<file path="config.mk">
export PLATFORM = sky130hd
export DESIGN_NAME = ped_request_ctrl
export DESIGN_NICKNAME = d
export VERILOG_FILES = /design/src/rtl/ped_request_ctrl.sv
export SDC_FILE = /design/constraint.sdc
export NUM_CORES = 1
export LEC_CHECK = 0
export CAP_MARGIN = 15
export CORE_UTILIZATION = 48
export DETAILED_ROUTE_END_ITERATION = 6
export GPL_TIMING_DRIVEN = 0
export PLACE_DENSITY = 0.73
export REMOVE_ABC_BUFFERS = 1
export SLEW_MARGIN = 20
export SYNTH_ARGS = -nofsm -noshare
export SYNTH_HDL_FRONTEND = slang
export SYNTH_SLANG_ARGS = --single-unit
</file>
<file path="constraint.sdc">
create_clock -name i_clk -period 1.75 [get_ports i_clk]
set_clock_uncertainty 0.05 [all_clocks]
set_input_delay 0.175 -clock i_clk [delete_from_list [all_inputs] [get_ports i_clk]]
set_output_delay 0.175 -clock i_clk [all_outputs]
set_load 0.01 [all_outputs]
</file>
<file path="src/rtl/ped_request_ctrl.sv">
// Pedestrian push-button front end: synchronise, debounce, latch a service request
// and sequence it through the light controller's ack/done handshake plus a cooldown.
module ped_request_ctrl #(
    parameter int unsigned SYNC_STAGES     = 2,
    parameter int unsigned DEBOUNCE_CYCLES = 4,
    parameter int unsigned MIN_GAP         = 8,
    parameter int unsigned CNT_W           = 4
) (
    input  logic       i_clk,
    input  logic       i_rst,
    input  logic       i_btn_raw,
    input  logic       i_svc_ack,
    input  logic       i_svc_done,
    output logic       o_ped_req,
    output logic       o_wait_led,
    output logic       o_btn_pulse,
    output logic [3:0] o_press_cnt,
    output logic [1:0] o_state
);

    typedef enum logic [1:0] {
        StIdle     = 2'd0,
        StPending  = 2'd1,
        StServing  = 2'd2,
        StCooldown = 2'd3
    } state_e;

    localparam logic [CNT_W-1:0] DbLast  = CNT_W'(DEBOUNCE_CYCLES - 1);
    localparam logic [CNT_W-1:0] GapLoad = CNT_W'((MIN_GAP > 0) ? (MIN_GAP - 1) : 0);
    localparam bit               HasGap  = (MIN_GAP > 0);

    logic [SYNC_STAGES-1:0] r_sync;
    logic                   r_db;
    logic                   r_db_prev;
    logic [CNT_W-1:0]       r_db_cnt;
    logic                   r_btn_pulse;
    state_e                 r_state;
    logic                   r_ped_req;
    logic                   r_wait_led;
    logic [3:0]             r_press_cnt;
    logic [CNT_W-1:0]       r_gap_cnt;
    logic                   w_s;

    assign w_s = r_sync[SYNC_STAGES-1];

    always_ff @(posedge i_clk or posedge i_rst) begin
        if (i_rst) begin
            r_sync <= '0;
        end else begin
            r_sync <= {r_sync[SYNC_STAGES-2:0], i_btn_raw};
        end
    end

    // The level only moves after DEBOUNCE_CYCLES consecutive disagreeing samples.
    always_ff @(posedge i_clk or posedge i_rst) begin
        if (i_rst) begin
            r_db        <= 1'b0;
            r_db_prev   <= 1'b0;
            r_db_cnt    <= '0;
            r_btn_pulse <= 1'b0;
        end else begin
            r_db_prev   <= r_db;
            r_btn_pulse <= r_db & ~r_db_prev;
            if (w_s == r_db) begin
                r_db_cnt <= '0;
            end else if (r_db_cnt == DbLast) begin
                r_db     <= w_s;
                r_db_cnt <= '0;
            end else begin
                r_db_cnt <= r_db_cnt + 1'b1;
            end
        end
    end

    always_ff @(posedge i_clk or posedge i_rst) begin
        if (i_rst) begin
            r_state     <= StIdle;
            r_ped_req   <= 1'b0;
            r_wait_led  <= 1'b0;
            r_press_cnt <= 4'd0;
            r_gap_cnt   <= '0;
        end else begin
            unique case (r_state)
                StIdle: begin
                    if (r_btn_pulse) begin
                        r_state     <= StPending;
                        r_ped_req   <= 1'b1;
                        r_wait_led  <= 1'b1;
                        r_press_cnt <= 4'd1;
                    end
                end
                StPending: begin
                    // Ack takes priority over a coincident press.
                    if (i_svc_ack) begin
                        r_ped_req  <= 1'b0;
                        r_wait_led <= 1'b0;
                        if (i_svc_done) begin
                            r_state   <= HasGap ? StCooldown : StIdle;
                            r_gap_cnt <= GapLoad;
                        end else begin
                            r_state <= StServing;
                        end
                    end else if (r_btn_pulse && (r_press_cnt != 4'd15)) begin
                        r_press_cnt <= r_press_cnt + 4'd1;
                    end
                end
                StServing: begin
                    if (i_svc_done) begin
                        r_state   <= HasGap ? StCooldown : StIdle;
                        r_gap_cnt <= GapLoad;
                    end
                end
                StCooldown: begin
                    if (r_gap_cnt == '0) begin
                        r_state <= StIdle;
                    end else begin
                        r_gap_cnt <= r_gap_cnt - 1'b1;
                    end
                end
                default: r_state <= StIdle;
            endcase
        end
    end

    assign o_ped_req   = r_ped_req;
    assign o_wait_led  = r_wait_led;
    assign o_btn_pulse = r_btn_pulse;
    assign o_press_cnt = r_press_cnt;
    assign o_state     = r_state;

endmodule

</file>
==> implementation parameters <==
Parameter                              Value

Synthesis
  Fraction of synthesis flops using an asynchronous set or reset pin    100%
  Most used flip-flop cell after synthesis    dfrtp_1
  Number of enable flip-flop cells after synthesis    0
  Largest area contributor in the synthesized netlist    dfrtp_1
  Synth top area share    44.8%
  Syn Area/Cell    around 11 µm²
  Flops & latches, synth    20
  Yosys warnings    0
  Synth area leaders    dfrtp_1, ha_1, nor2b_1, inv_1, nand2b_1
  Number of distinct standard cells referenced by the synthesized netlist    36
  Sequential element share of the synthesized area    between 40 and 50%
  Number of standard cells after synthesis    about 110
  Area of the mapped netlist    1120 µm²

Power and ir drop
  Internal Dissipation    between 0.001 and 0.0015 W
  Static leakage    about 0.59 nW
  Total power    between 0.002 and 0.0025 W
  Power Density    roughly 1700 nW/µm²
  Switching power    just under 0.0009 W
  Portion of total power attributed to combinational logic    between 50% and 60%
  Switching part of the total    37.8%
  Share of total power in sequential cells    34.2%
  Worst VDD drop    1.04 mV
  Clock network fraction of design power    11.3%

STA
  Final critical path time including I/O delays and setup    around 1.8 ns
  Least setup slack across all paths after layout    -0.0830 ns
  Period utilization    105%
  Max-slew headroom at the worst pin    around 52%
  Actual slew at the worst max-slew pin    between 0.7 and 0.8 ns
  Count of final hold-check violations    0
  RSZ-0062 raised after global routing    yes
  Total negative slack for setup checks    -0.158 ns
  Final setup viols    2
  Max Transition Viols Final    0
  Max Clk Rate    0.546 GHz

Die
  Core area    ~2200 µm²
  Die Y-Extent    approximately 50 µm
  Floorplan die area    about 2500 µm²
  Std-Cell Rows    17
  Effective utilization at floorplan    50.5%
  Die width    roughly 50 µm
  I/O pin count    14

Worst setup path
  Highest net fanout along the worst path    2
  Biggest cell delay along the critical path    about 0.42 ns
  Top Family by Delay on Critical Path    flip-flops
  Data required time at the worst endpoint    1.90 ns
  Worst-case register-to-register setup slack    -0.08 ns
  Count of cell instances traversed by the critical path    5
  Reg2reg end    o_state[1]$_DFFE_PP0P_
  CP Data Arrival Time    between 1.5 and 2 ns
  Worst Path Buf+Inv    1
  Startpoint of the worst-slack reg-to-reg timing path    r_gap_cnt[0]$_DFFE_PP0P_
  Category of the most critical setup path    reg2reg
  Crit-path cells    inv_2 -> ha_4 -> or3b_4 -> a2111oi_4 -> mux2_4
  Worst reg2reg path depth    5
  Type of origin of the critical path    flop
  Cell at the slowest stage of the critical path    dfrtp_1
  Type of element capturing the critical path    flop

Global routing
  Maximum number of pins on one net before global-route repair    21
  Number of antenna violations at the first check in global routing    0
  Wire length of the first global-routing pass    roughly 3.7 mm
  GRT Residual Overflow    0
  Overall fraction of global-route tracks in use    between 10% and 20%
  Via count of the first global-routing pass    890

Clock tree
  Clock buffers created by TritonCTS    3
  Hold buffer count at cts    0
  TritonCTS clock tree    yes
  CTS HTree Levels    1
  Buffer levels on the longest clock path    2
  Clock slew seen by the registers of the worst setup and hold paths    roughly 0.12 ns
  Clk Latency, worst-skew pair    around 0.30 ns
  Clock net sink count    20
  Root buf cell    clkbuf_4

Status
  Result of the run    finished, violations left
  Violated checks    negative setup slack

Cells and area
  N_diodes    0
  Area grow syn2layout    23.9%
  Most common cell after layout, fill and taps aside    dfrtp_1
  Share of cells above drive strength 1    a little under a fifth
  Fill cell total of the finished layout    190
  Non-Filler Instances    154
  Number of nets in the layout    140
  Most frequent cells in the layout    dfrtp_1, clkdlybuf4s50_1, inv_1

Drt
  Vias    about 830
  Number of violations reported at the end of detailed-routing iteration 0    6
  Wire length reported by the detailed router    approximately 2.0 mm
  Drt first pass iters    4
  WL per Instance    between 10 and 15 µm
  Vias per cell    roughly 5.4
  Final antenna-violating net count    0
  # DRC    0

Place
  Final estimated routing congestion in global placement    0.719
  Detailed Place HPWL    between 1 and 1.5 mm
  Cell total after placement    about 140
  Number of I/O port buffers    13

Flow run
  Count of max-cap constraint violations    0

Worst hold path
  Hold WC Path Type    in2async
## how the worst max path moves through the flow
stage          slack (ns)                     start                     end
6_report            -0.08  r_gap_cnt[0]$_DFFE_PP0P_  o_state[1]$_DFFE_PP0P_
5_1_grt             -0.17  r_gap_cnt[0]$_DFFE_PP0P_  o_state[0]$_DFFE_PP0P_
4_1_cts             -0.09  r_gap_cnt[0]$_DFFE_PP0P_  o_state[1]$_DFFE_PP0P_
3_5_place_dp        -0.30  r_gap_cnt[0]$_DFFE_PP0P_  o_state[1]$_DFFE_PP0P_
3_3_place_gp        -0.28  r_gap_cnt[0]$_DFFE_PP0P_  o_state[1]$_DFFE_PP0P_
2_1_floorplan       -0.18  r_gap_cnt[1]$_DFFE_PP0P_  o_state[1]$_DFFE_PP0P_
## logic make-up after synthesis
logic type	after synthesis	share of synthesized area [%]
AO/OA/AOI/OAI	21	15.2
flip-flops	20	44.8
multiplexers	5	5.04
adder cells (fa/ha/maj)	8	8.97
AND/OR/NAND/NOR	36	19.6
XOR/XNOR	2	1.57
buffers and inverters	13	4.71
## area by class of cell
type / count / area, µm² / share of cell area [%]
clock buffer: 4 / 36.3 / 2.62
timing repair buffer: 20 / 183 / 13.2
tap: 28 / 35.0 / 2.53
sequential: 20 / 500 / 36.2
multi-input combinational: 72 / 591 / 42.7
inverter: 10 / 37.5 / 2.71
## power by group through the flow
stage               clock, W  sequential, W  combinational [W]
floorplan                  0       0.000821           0.000738
global placement           0       0.000813            0.00107
detailed placement         0       0.000820            0.00110
CTS                 0.000272       0.000807            0.00125
global route        0.000286       0.000837            0.00143
finish              0.000266       0.000802            0.00128
## worst register-to-register path: stages, from the launching register on
cell and delay (ns):
dfrtp_1 0.42, inv_2 0.08, ha_4 0.12, or3b_4 0.39
a2111oi_4 0.34, mux2_4 0.33
## timing repair
item                                    CTS  global route
setup buffers                             5             2
pin swaps                                 2             0
hold endpoints to repair                  0             0
cloned                                    0             0
endpoints found under the setup margin    6             6
gates resized for setup                   8             0
## Yosys cell counts (3+ instances only)
library cell and n:
dfrtp_1 20, inv_1 10, ha_1 8, nor2b_1 7, nand2b_1 5, nor2_1 4, o31ai_1 4, a21oi_1 3
mux2i_1 3, nand2_1 3, nand3_1 3, nand3b_1 3
## state kept, by name (all words and copies together), names as in the netlist
register and cells:
o_press_cnt 4, r_db_cnt 4, r_gap_cnt 4, o_state 2, r_sync 2, o_btn_pulse 1
o_wait_led 1, r_db 1, r_db_prev 1
## through the flow
step / utilization [%] / instance area (µm²) / worst slack (ns) / hold WS [ns]
floorplan: - / 1100 / -0.185 / 0.0888
global placement: 57.2 / 1270 / -0.275 / 0.293
detailed placement: 57.2 / 1270 / -0.301 / 0.299
CTS: 61.8 / 1370 / -0.0915 / 0.261
global route: 62.5 / 1380 / -0.165 / 0.268
finish: 62.5 / 1380 / -0.0830 / 0.227
## layer usage
metal | global-route usage, % | share of wire, % | up-vias
met5 | 0 | 0 | -
met1 | 22.6 | 45 | 403
met3 | 5.45 | 2.4 | 2
met2 | 35.3 | 52 | 7
li1 | - | - | 414
met4 | 4.29 | 0.69 | 0
No activity file was read; power rests on OpenSTA's default activity.
